$ cat src/rtl/video_mode_sequencer_pkg.sv
// rtl/video_mode_sequencer_pkg.sv - shared types, preset table and helpers (VIDEO_MODE_SEQ_SCALER_EN adds scaler presets)
package video_mode_sequencer_pkg;

    typedef enum logic [1:0] {
        PAL   = 2'd0,
        NTSC  = 2'd1,
        SECAM = 2'd2
    } video_standard_e;

    typedef enum logic [2:0] {
        BOOT,
        IDLE,
        WAIT_FRAME,
        WRITE,
        FLUSH,
        COMMIT
    } seq_state_e;

    typedef struct packed {
        logic [15:0] addr;
        logic [7:0]  data;
    } preset_entry_t;

`ifdef VIDEO_MODE_SEQ_SCALER_EN
    localparam int PRESET_N = 8;
    localparam logic [15:0] ADDR_Y_SCALER = 16'h0200;
    localparam logic [15:0] ADDR_U_SCALER = 16'h0204;
    localparam logic [15:0] ADDR_V_SCALER = 16'h0208;
    localparam logic [7:0]  SCALER_Y           = 8'd142;
    localparam logic [7:0]  SCALER_UV_PAL_NTSC = 8'd15;
    localparam logic [7:0]  SCALER_UV_SECAM    = 8'd35;
`else
    localparam int PRESET_N = 5;
`endif
    localparam int IDX_W = 3;

    localparam logic [15:0] ADDR_LUMA_DELAY  = 16'h0000;
    localparam logic [15:0] ADDR_U_DELAY     = 16'h000C;
    localparam logic [15:0] ADDR_V_DELAY     = 16'h000D;
    localparam logic [15:0] ADDR_CHROMA_CTRL = 16'h0006;
    localparam logic [15:0] ADDR_BLACK_LEVEL = 16'h0009;

    localparam logic [7:0] LUMA_DELAY_SECAM     = 8'd4;
    localparam logic [7:0] CHROMA_CTRL_PAL_NTSC = 8'h12;
    localparam logic [7:0] CHROMA_CTRL_SECAM    = 8'h10;
    localparam logic [7:0] BLACK_PAL_SECAM      = 8'd52;
    localparam logic [7:0] BLACK_NTSC           = 8'd56;

    function automatic logic [1:0] std_index(input video_standard_e s);
        case (s)
            NTSC:    return 2'd1;
            SECAM:   return 2'd2;
            default: return 2'd0;
        endcase
    endfunction

    function automatic preset_entry_t preset_entry(input video_standard_e s,
                                                   input logic [IDX_W-1:0] idx);
        preset_entry_t e;
        e.addr = 16'h0000;
        e.data = 8'h00;
        case (idx)
            3'd0: begin
                e.addr = ADDR_LUMA_DELAY;
                e.data = (s == SECAM) ? LUMA_DELAY_SECAM : 8'd0;
            end
            3'd1: e.addr = ADDR_U_DELAY;
            3'd2: e.addr = ADDR_V_DELAY;
            3'd3: begin
                e.addr = ADDR_CHROMA_CTRL;
                e.data = (s == SECAM) ? CHROMA_CTRL_SECAM : CHROMA_CTRL_PAL_NTSC;
            end
            3'd4: begin
                e.addr = ADDR_BLACK_LEVEL;
                e.data = (s == NTSC) ? BLACK_NTSC : BLACK_PAL_SECAM;
            end
`ifdef VIDEO_MODE_SEQ_SCALER_EN
            3'd5: begin
                e.addr = ADDR_Y_SCALER | {14'd0, std_index(s)};
                e.data = SCALER_Y;
            end
            3'd6: begin
                e.addr = ADDR_U_SCALER | {14'd0, std_index(s)};
                e.data = (s == SECAM) ? SCALER_UV_SECAM : SCALER_UV_PAL_NTSC;
            end
            3'd7: begin
                e.addr = ADDR_V_SCALER | {14'd0, std_index(s)};
                e.data = (s == SECAM) ? SCALER_UV_SECAM : SCALER_UV_PAL_NTSC;
            end
`endif
            default: ;
        endcase
        return e;
    endfunction

endpackage

$ cat src/rtl/vms_host_buffer.sv
// rtl/vms_host_buffer.sv - one-entry host write buffer with drain handshake and sticky drop flag
module vms_host_buffer (
    input  logic        clk,
    input  logic        reset,
    input  logic        wr,
    input  logic [15:0] wr_addr,
    input  logic [7:0]  wr_data,
    input  logic        drain,
    output logic        full,
    output logic [15:0] addr,
    output logic [7:0]  data,
    output logic        drop
);

    always_ff @(posedge clk) begin
        if (reset) begin
            full <= 1'b0;
            addr <= 16'h0000;
            data <= 8'h00;
            drop <= 1'b0;
        end else begin
            // A drain in the same cycle frees the slot, so the new write refills it.
            if (wr && (!full || drain)) begin
                full <= 1'b1;
                addr <= wr_addr;
                data <= wr_data;
            end else if (drain) begin
                full <= 1'b0;
            end
            if (wr && full && !drain) begin
                drop <= 1'b1;
            end
        end
    end

endmodule

$ cat src/rtl/video_mode_sequencer.sv
// rtl/video_mode_sequencer.sv - frame-aligned preset replay and standard commit for the encoder (VIDEO_MODE_SEQ_SCALER_EN)
module video_mode_sequencer
    import video_mode_sequencer_pkg::*;
#(
    parameter int SEQ_GAP = 0
) (
    input  logic            clk,
    input  logic            reset,
    input  logic            newframe,
    input  logic            req_valid,
    input  video_standard_e req_standard,
    input  logic [15:0]     host_addr,
    input  logic [7:0]      host_wdata,
    input  logic            host_we,
    output logic [15:0]     bus_addr,
    output logic [7:0]      bus_wdata,
    output logic            bus_we,
    output video_standard_e video_standard,
    output logic            secam_enabled,
    output logic            busy,
    output logic            done,
    output logic            host_drop
);

    localparam int GAP_W = (SEQ_GAP > 0) ? $clog2(SEQ_GAP + 1) : 1;

    seq_state_e         state, state_d;
    logic [IDX_W-1:0]   idx, idx_d;
    logic [GAP_W-1:0]   gap_cnt, gap_d;
    video_standard_e    target, target_d, pend_std, pend_std_d, std_d, cand_std;
    logic               pend_valid, pend_valid_d, cand_valid;
    logic               we_d, secam_d, done_d;
    logic [15:0]        addr_d;
    logic [7:0]         wdata_d;
    logic               buf_wr, buf_drain, buf_full;
    logic [15:0]        buf_addr;
    logic [7:0]         buf_data;
    preset_entry_t      entry;
    logic               write_phase, seq_emit, last_entry;

    vms_host_buffer u_host_buffer (
        .clk     (clk),
        .reset   (reset),
        .wr      (buf_wr),
        .wr_addr (host_addr),
        .wr_data (host_wdata),
        .drain   (buf_drain),
        .full    (buf_full),
        .addr    (buf_addr),
        .data    (buf_data),
        .drop    (host_drop)
    );

    assign entry       = preset_entry(target, idx);
    assign write_phase = (state == BOOT) || (state == WRITE);
    assign seq_emit    = write_phase && (gap_cnt == '0);
    assign last_entry  = (idx == IDX_W'(PRESET_N - 1));

    always_ff @(posedge clk) begin
        if (reset) begin
            state          <= BOOT;
            idx            <= '0;
            gap_cnt        <= '0;
            target         <= PAL;
            pend_valid     <= 1'b0;
            pend_std       <= PAL;
            bus_we         <= 1'b0;
            bus_addr       <= 16'h0000;
            bus_wdata      <= 8'h00;
            video_standard <= PAL;
            secam_enabled  <= 1'b0;
            busy           <= 1'b1;
            done           <= 1'b0;
        end else begin
            state          <= state_d;
            idx            <= idx_d;
            gap_cnt        <= gap_d;
            target         <= target_d;
            pend_valid     <= pend_valid_d;
            pend_std       <= pend_std_d;
            bus_we         <= we_d;
            bus_addr       <= addr_d;
            bus_wdata      <= wdata_d;
            video_standard <= std_d;
            secam_enabled  <= secam_d;
            busy           <= (state_d != IDLE);
            done           <= done_d;
        end
    end

    always_comb begin
        state_d      = state;
        idx_d        = idx;
        gap_d        = gap_cnt;
        target_d     = target;
        pend_valid_d = pend_valid;
        pend_std_d   = pend_std;
        we_d         = 1'b0;
        addr_d       = bus_addr;
        wdata_d      = bus_wdata;
        std_d        = video_standard;
        secam_d      = secam_enabled;
        done_d       = 1'b0;
        buf_wr       = 1'b0;
        buf_drain    = 1'b0;
        cand_valid   = 1'b0;
        cand_std     = pend_std;

        // Bus priority: preset entry, then buffered host write, then live host write.
        if (seq_emit) begin
            we_d    = 1'b1;
            addr_d  = entry.addr;
            wdata_d = entry.data;
            buf_wr  = host_we;
        end else if (buf_full && !write_phase) begin
            we_d      = 1'b1;
            addr_d    = buf_addr;
            wdata_d   = buf_data;
            buf_drain = 1'b1;
            buf_wr    = host_we;
        end else if (host_we) begin
            we_d    = 1'b1;
            addr_d  = host_addr;
            wdata_d = host_wdata;
        end

        if (req_valid && state != IDLE && state != WAIT_FRAME) begin
            pend_valid_d = 1'b1;
            pend_std_d   = req_standard;
        end

        case (state)
            BOOT, WRITE: begin
                if (seq_emit) begin
                    if (last_entry) begin
                        idx_d   = '0;
                        state_d = (buf_full || buf_wr) ? FLUSH : COMMIT;
                    end else begin
                        idx_d   = idx + IDX_W'(1);
                        gap_d   = GAP_W'(SEQ_GAP);
                        state_d = WRITE;
                    end
                end else begin
                    gap_d = gap_cnt - GAP_W'(1);
                end
            end
            IDLE: begin
                pend_valid_d = 1'b0;
                if (req_valid) begin
                    cand_valid = 1'b1;
                    cand_std   = req_standard;
                end else if (pend_valid) begin
                    cand_valid = 1'b1;
                    cand_std   = pend_std;
                end
                if (cand_valid && cand_std != video_standard) begin
                    target_d = cand_std;
                    state_d  = WAIT_FRAME;
                end
            end
            WAIT_FRAME: begin
                if (req_valid) begin
                    target_d = req_standard;
                end
                if (newframe) begin
                    state_d = WRITE;
                    idx_d   = '0;
                    gap_d   = '0;
                end
            end
            FLUSH: begin
                state_d = COMMIT;
            end
            COMMIT: begin
                std_d   = target;
                secam_d = (target == SECAM);
                done_d  = 1'b1;
                state_d = IDLE;
            end
            default: begin
                state_d = BOOT;
            end
        endcase
    end

endmodule
$ cat config.mk
export PLATFORM = sky130hd
export DESIGN_NAME = video_mode_sequencer
export DESIGN_NICKNAME = d
export VERILOG_FILES = /design/src/rtl/video_mode_sequencer_pkg.sv /design/src/rtl/vms_host_buffer.sv /design/src/rtl/video_mode_sequencer.sv
export SDC_FILE = /design/constraint.sdc
export NUM_CORES = 1
export LEC_CHECK = 0
export ABC_AREA = 1
export CAP_MARGIN = 30
export CORE_MARGIN = 2
export CORE_UTILIZATION = 35
export CTS_CLUSTER_SIZE = 14
export DETAILED_ROUTE_END_ITERATION = 16
export GPL_TIMING_DRIVEN = 0
export PLACE_DENSITY_LB_ADDON = 0.12
export SLEW_MARGIN = 25
export SYNTH_ARGS = -nofsm -noshare
export SYNTH_HDL_FRONTEND = slang
export SYNTH_SLANG_ARGS = --single-unit
export TNS_END_PERCENT = 30
$ cat constraint.sdc
create_clock -name clk -period 2.2 [get_ports clk]
set_input_delay 0.44 -clock clk [delete_from_list [all_inputs] [get_ports clk]]
set_output_delay 0.44 -clock clk [all_outputs]
set_load 0.01 [all_outputs]
==> parameters.txt, run 1 <==
Parameter                              Value

Clocking
  TritonCTS buffer count ... 9
  Number of setup buffers added after CTS ... 0
  Clock input transition at the sequential cells of the worst setup and hold paths ... 80 ps
  Clock latency at the later pin of the worst-skew pair ... 350 ps
  TritonCTS clock tree ... done
  Root buffer cell ... clkbuf_8
  Count of H-tree levels built during CTS ... 3
  # hold bufs at CTS ... 0
  Number of sinks handled by clock tree synthesis ... 68
  Resized cells post-CTS ... 0
  CTS max path bufs ... 2

Run
  Number of maximum-capacitance constraint violations ... 0

Logic synthesis
  Per-instance average area after synthesis ... 6.78 um^2
  Cells taking the most area after synthesis ... dfxtp_1, nand2_1, nor2_1
  Synthesized-area fraction occupied by ao, oa, aoi and oai cells ... 0.116
  Nets in the synthesized netlist ... ~500
  Count of mapped cells out of synthesis ... 466
  Simple-Gate Fraction of Synth Area ... 0.353
  Flip-flop and latch count after synthesis ... just under 70
  Sequential-to-total area share from yosys stat ... 0.431
  Combinational family with the most area after synthesis ... simple AND/OR/NAND/NOR gates
  Largest area contributor in the synthesized netlist ... dfxtp_1
  Share of cell area taken by muxes after synthesis ... 0
  Post-synthesis instance area ... 3160 um^2
  Top cell type's share of synthesized area ... 0.431
  Adder-Cell Fraction of Synth Area ... 0.0198
  Post-synthesis share of cell area spent on xor and xnor gates ... 0
  Synthesis Warnings ... 0
  Unique cell type count in the Yosys netlist ... 29

Finish
  # fillers ... 894
  Antenna cells ... 0
  Area overhead of the layout relative to synthesis ... 30.7%
  Nets ... 574
  Layout cell share with drive strength beyond 1 ... 0.0792

Pwr
  Power per unit of standard cell area ... around 1300 nW/um^2
  Leak pwr ... 1.85 nW
  Worst IR drop on VDD ... between 0.6 and 0.7 mV

Critical path
  Sequence of cells on the critical path ... clkdlybuf4s50_1 > inv_1 > clkbuf_1 > clkbuf_1 > o21ai_0 > inv_1
  Worst Reg2Reg Path Length in Cells ... 9
  Required arrival time at the worst endpoint ... 2500 ps
  Setup Crit Path Kind ... in -> reg
  Category of the worst setup path launch point ... input pin
  Data arrival time of the worst path ... 2140 ps
  Startpoint of the worst-slack reg-to-reg timing path ... state[1]$_SDFF_PP0_
  Crit end category ... flop
  Critical R2R Capture ... bus_wdata[1]$_SDFFE_PP0P_
  Reg-to-reg setup timing slack ... 360 ps
  Largest driver fanout on the critical path ... 10
  Critical Path Max Stage Delay ... just under 500 ps
  Crit path max-delay cell type ... clkbuf_1

Floorplanning
  Ports ... 62
  Chip Width ... 99.0 um
  Area of the core region ... 8720 um^2
  Effective utilization at floorplan ... 0.363
  Die height ... just under 100 um
  Total Die Area ... 9810 um^2
  Number of core rows ... 34

Timing
  Actual transition at the worst max-transition pin ... 780 ps
  Final critical-path share of the clock period ... 0.838
  Setup_tns ... 0 ps
  Total of endpoints with negative setup slack in the final report ... 0
  Final critical-path setup slack ... 357 ps
  Number of hold-slack violations in the final timing report ... 0
  Final setup skew ... 6.76 ps
  RSZ-0062 raised after global routing ... no
  F_max ... 543 MHz
  Final Critical Period ... 1840 ps
  Slew headroom ... 0.480
  Worst hold-check slack ... 444 ps
  Final slew viol count ... 0

Hold path
  Beginning of the worst hold path ... bus_wdata[6]$_SDFFE_PP0P_
  Classification of the worst-slack hold path ... reg -> reg
  Capture endpoint of the worst hold path ... bus_wdata[6]$_SDFFE_PP0P_
  Instance count along the most critical hold path ... 2

Global route
  Antenna violations before repair ... 0
  Vias in the first global route ... 2790
  Remaining global-route overflow ... 0
  Pin count of the biggest net entering global routing ... 13
  Wire length of the first global-routing pass ... 13.8 mm
  Total Routing Usage GR ... 0.177

Drt
  Total length of routed wires ... around 8.4 mm
  Average via count per standard cell ... 4.65
  Count of vias placed by the detailed router ... 3024
  Violation count after the first detailed-routing iteration ... 108
  First-pass iteration count of the detailed router ... 4
  Average wire per standard cell ... 12.8 um
  DRC violations left ... 0
  Post-DRT Antenna Nets ... 0

Place
  I/O Buffers ... 61
  Setup slack at placement ... -27.6 ps
  Post-DP HPWL ... 6.14 mm
  Final weighted congestion in routability-driven placement ... between 0.7 and 0.8

Status
  Status ... finished, final reports clean
## metrics by stage
stage / utilization / std cells / total power [mW] / area, um^2
after global placement: 0.448 / 635 / 4.31 / 3910
after floorplan: - / 466 / 3.54 / 3160
after detailed placement: 0.448 / 635 / 4.35 / 3910
final: 0.474 / 651 / 5.49 / 4130
after global routing: 0.474 / 651 / 5.94 / 4130
after CTS: 0.474 / 651 / 5.53 / 4130
## critical path, delay by kind of cell
family | cells | cell delay, ps
AO/OA/AOI/OAI | 1 | 180
buffers and inverters | 5 | 1520
## final cells by class
| class | count | area [um^2] | area share |
|---|---|---|---|
| Sequential cell | 68 | 1360 | 0.329 |
| Tap cell | 108 | 135 | 0.0327 |
| Inverter | 41 | 159 | 0.0384 |
| Clock buffer | 10 | 138 | 0.0333 |
| Multi-Input combinational cell | 339 | 1550 | 0.374 |
| Buffer | 18 | 96.3 | 0.0233 |
| Timing Repair Buffer | 61 | 611 | 0.148 |
| Clock inverter | 6 | 87.6 | 0.0212 |
## metal layers
metal,global-route usage,share of wire
met2,0.304,0.48
met1,0.218,0.47
met4,0.0537,0.013
met5,0,0
met3,0.0447,0.039
## cell families after synthesis
family                     after synthesis
buffers and inverters                   59
adders and majority gates                5
DFF                                     68
AOI/OAI and AO/OA                       71
and+or+nand+nor                        263
## cells in the mapped netlist, drive strengths merged
cell type,instances
nand2,149
nor2,73
dfxtp,68
o21ai,44
inv,41
nand3,37
a21oi,22
buf,9
clkbuf,9
ha,5
nand3b,2
a211oi,1
a311oi,1
a31oi,1
nand4,1
nor3,1
o211ai,1
o22ai,1
## layout by cell type (no fill, tap or decap), drive strengths merged, types with 3 or more instances in the layout
| cell type | n |
|---|---|
| nand3 | 37 |
| nand2 | 149 |
| dfxtp | 68 |
| a21oi | 22 |
| buf | 9 |
| inv | 41 |
| clkinvlp | 3 |
| clkdlybuf4s50 | 61 |
| ha | 5 |
| nor2 | 73 |
| o21ai | 44 |
| clkbuf | 19 |
## power by group
part,total [mW],switching [mW],internal [mW]
registers,1.87,0.238,1.63
logic,2.44,1.50,0.938
clock network,1.18,0.511,0.667
total,5.49,2.25,3.24
## state kept, by name, summed over array words and instances, names as in the netlist, 2 cells and up
name	cells
state	3
u_host_buffer.addr	16
video_standard	2
idx	3
pend_std	2
target	2
u_host_buffer.data	8
bus_addr	16
bus_wdata	8
## worst max path at each step
stage	from	to	slack (ps)	cells past startpoint
after CTS	state[1]$_SDFF_PP0_	bus_wdata[5]$_SDFFE_PP0P_	330	7
after global placement	reset	u_host_buffer.full$_SDFFE_PP0P_	-60	6
after global routing	state[1]$_SDFF_PP0_	busy$_SDFF_PP1_	110	10
after detailed placement	reset	u_host_buffer.full$_SDFFE_PP0P_	-30	6
final	reset	u_host_buffer.full$_SDFFE_PP0P_	360	6
after floorplan	state[0]$_SDFF_PP0_	u_host_buffer.addr[12]$_SDFFE_PP0P_	670	12
No activity file was read; power rests on OpenSTA's default activity.
==> inputs of run 2 (changes only) <==
==> constraint.sdc (replaced) <==
create_clock -name clk -period 1.8 [get_ports clk]
set_input_delay 0.36 -clock clk [delete_from_list [all_inputs] [get_ports clk]]
set_output_delay 0.36 -clock clk [all_outputs]
set_load 0.01 [all_outputs]
==> run 2 against run 1 <==
  * Total power increased by 25%
  * Hold slack hardly changed
  * Non-clock buffer count is the same
  * Critical path type is now reg -> reg
  * Highest routed layer unchanged
==> parameters.txt, run 2 (synthesized netlist as in run 1, its figures left out) <==
Parameter                              Value

Timing
  Final setup skew ... 6.86 ps (was 6.76 ps)
  Final Critical Period ... 1690 ps
  RSZ-0062 raised after global routing ... yes (was no)
  Final critical-path share of the clock period ... 0.937
  F_max ... 593 MHz
  Total of endpoints with negative setup slack in the final report ... 0 (unchanged)
  Final slew viol count ... 0 (unchanged)
  Slew headroom ... 0.484 (was 0.480)
  Setup_tns ... 0 ps (unchanged)
  Actual transition at the worst max-transition pin ... 774 ps (was 780 ps)
  Number of hold-slack violations in the final timing report ... 0 (unchanged)

Finish
  Core Util, Final ... 0.478 (was 0.474)
  Area overhead of the layout relative to synthesis ... 31.9% (was 30.7%)
  Nets ... 574 (unchanged)
  Layout cell share with drive strength beyond 1 ... 0.0921 (was 0.0792)
  Most common library cell in the layout ignoring fill and taps ... nand2_1 (unchanged)
  Footprint of the multi-input gates ... 1560 um^2 (was 1550 um^2)
  Commonest cells after routing, fill and taps aside ... nand2_1, nor2_1, dfxtp_1 (unchanged)
  Register area ... 1370 um^2 (was 1360 um^2)
  Biggest registers after layout ... bus_addr (16), u_host_buffer.addr (16) (unchanged)
  # fillers ... 886 (was 894)
  Antenna cells ... 0 (unchanged)

Clocking
  Number of sinks handled by clock tree synthesis ... 68 (unchanged)
  Clock latency at the later pin of the worst-skew pair ... 360 ps (was 350 ps)
  TritonCTS buffer count ... 9 (unchanged)
  Clock input transition at the sequential cells of the worst setup and hold paths ... 80 ps (about the same)
  Count of H-tree levels built during CTS ... 3 (unchanged)
  TritonCTS clock tree ... done (unchanged)
  # hold bufs at CTS ... 0 (unchanged)
  Root buffer cell ... clkbuf_8 (unchanged)
  CTS max path bufs ... 2 (unchanged)

Global route
  Total Routing Usage GR ... 0.177 (unchanged)
  Antenna violations before repair ... 0 (unchanged)
  Remaining global-route overflow ... 0 (unchanged)
  Vias in the first global route ... 2810 (was 2790)
  Pin count of the biggest net entering global routing ... 13 (unchanged)
  Wire length of the first global-routing pass ... 13.8 mm (about the same)

Hold path
  Classification of the worst-slack hold path ... reg -> reg (unchanged)
  Beginning of the worst hold path ... bus_wdata[6]$_SDFFE_PP0P_ (unchanged)
  Capture endpoint of the worst hold path ... bus_wdata[6]$_SDFFE_PP0P_ (unchanged)
  Instance count along the most critical hold path ... 2 (unchanged)

Floorplanning
  Die height ... 99.0 um (unchanged)
  Total Die Area ... 9810 um^2 (unchanged)
  Number of core rows ... 34 (unchanged)
  Ports ... 62 (unchanged)
  Effective utilization at floorplan ... 0.363 (unchanged)
  Chip Width ... 99.0 um (unchanged)
  Area of the core region ... 8720 um^2 (unchanged)

Pwr
  Worst IR drop on VDD ... 0.939 mV (was 0.689 mV)
  Total power consumption of the routed design ... 6.83 mW (was 5.49 mW)
  Power per unit of standard cell area ... 1640 nW/um^2 (was 1330 nW/um^2)
  Leak pwr ... 1.87 nW (was 1.85 nW)

Drt
  Routed met3 length ... 382 um (was 329 um)
  Routed metal-1 wirelength ... 3.88 mm (was 3.90 mm)
  DRC violations left ... 0 (unchanged)
  Average via count per standard cell ... 4.68 (was 4.65)
  Average wire per standard cell ... 12.9 um (was 12.8 um)
  Count of vias placed by the detailed router ... 3044 (was 3024)
  Total length of routed wires ... 8.43 mm (was 8.36 mm)
  Violation count after the first detailed-routing iteration ... 109 (was 108)
  First-pass iteration count of the detailed router ... 4 (unchanged)
  Routed length on met2 ... 4.01 mm (was 4.02 mm)
  Highest routed layer ... met4 (unchanged)
  Post-DRT Antenna Nets ... 0 (unchanged)

Critical path
  Reg-to-reg setup timing slack ... 110 ps (was 360 ps)
  Crit end category ... flop (unchanged)
  Data arrival time of the worst path ... 1940 ps (was 2140 ps)
  Required arrival time at the worst endpoint ... 2060 ps (was 2500 ps)
  Category of the worst setup path launch point ... flop (was input pin)
  Worst Reg2Reg Path Length in Cells ... 12 (was 9)
  Startpoint of the worst-slack reg-to-reg timing path ... state[0]$_SDFF_PP0_ (was state[1]$_SDFF_PP0_)
  Setup Crit Path Kind ... reg -> reg (was in -> reg)
  Largest driver fanout on the critical path ... 10 (unchanged)
  Critical R2R Capture ... u_host_buffer.addr[12]$_SDFFE_PP0P_ (was bus_wdata[1]$_SDFFE_PP0P_)

Place
  Final weighted congestion in routability-driven placement ... 0.773 (unchanged)
  I/O Buffers ... 61 (unchanged)
  Post-DP HPWL ... 6.14 mm (unchanged)

Status
  Status ... finished, final reports clean (unchanged)

Run
  Number of maximum-capacitance constraint violations ... 0 (unchanged)
run 2: changes by cell type in the layout (fill, tap and decap cells not counted), moves of 2 or more:
| cell | previous run | this run |
|---|---|---|
| buf_2 | 5 | 3 |
| dfxtp_1 | 68 | 65 |
| clkbuf_2 | 0 | 2 |
| o21ai_1 | 6 | 12 |
| dfxtp_2 | 0 | 2 |
| clkbuf_1 | 9 | 5 |
| buf_6 | 2 | 4 |
| o21ai_0 | 38 | 32 |
run 2: metrics by stage:
step | hold slack, ps | instances | worst slack, ps | instance area, um^2
finish | 444 | 651 | 114 | 4170
global route | 469 | 651 | -8.31 | 4170
CTS | 449 | 651 | 7.10 | 4140
detailed placement | 432 | 635 | -348 | 3910
global placement | 428 | 635 | -383 | 3910
floorplan | 424 | 466 | 272 | 3160
run 2: metal layers:
metal  track usage  vias up
met1         0.216     1347
met2         0.304       64
li1              -     1619
met4        0.0569        0
met3        0.0454       14
met5             0        -
run 2: cell type report:
class	instances	share of cell area
multi-input combinational	339	0.374
sequential	68	0.328
timing repair buffer	62	0.148
inverter	41	0.0381
clock buffer	10	0.0330
tap	108	0.0324
buffer	17	0.0258
clock inverter	6	0.0210
run 2: worst max-delay path by stage:
stage	startpoint	cells after the start	end
floorplan	state[0]$_SDFF_PP0_	12	u_host_buffer.addr[12]$_SDFFE_PP0P_
global placement	reset	6	u_host_buffer.full$_SDFFE_PP0P_
detailed placement	reset	6	u_host_buffer.full$_SDFFE_PP0P_
CTS	state[0]$_SDFF_PP0_	12	u_host_buffer.addr[5]$_SDFFE_PP0P_
global route	state[2]$_SDFF_PP0_	11	u_host_buffer.addr[4]$_SDFFE_PP0P_
finish	state[0]$_SDFF_PP0_	12	u_host_buffer.addr[12]$_SDFFE_PP0P_
run 2: what timing repair did:
item | CTS | global route
pin swaps | 0 | 1
resized for setup | 3 | 19
endpoints found under the setup margin | 4 | 45
buffers inserted | 0 | 1
run 2: power breakdown:
group / switching [mW] / internal [mW] / leakage, nW
Clock: 0.630 / 0.815 / 0.105
Sequential: 0.294 / 2.01 / 0.560
Combinational: 1.87 / 1.21 / 1.21
run 2: worst max-delay path: stages, from the launching register on:
cell	delay, ps
dfxtp_2	360
inv_2	80
nor2_4	150
nor2_4	50
nand2_2	100
nand2_4	90
nand2_2	80
inv_4	60
nor2_4	120
nand2_4	100
buf_4	180
o21ai_0	160
nor2_1	60
==> inputs of run 3 (changes only) <==
--- a/config.mk
+++ b/config.mk
@@ -6,7 +6,6 @@
 export NUM_CORES = 1
 export LEC_CHECK = 0
 export ABC_AREA = 1
-export CAP_MARGIN = 30
 export CORE_MARGIN = 2
 export CORE_UTILIZATION = 35
 export CTS_CLUSTER_SIZE = 14
==> results of run 3 <==
Final layout, timing and power as in run 2 (identical DEF).
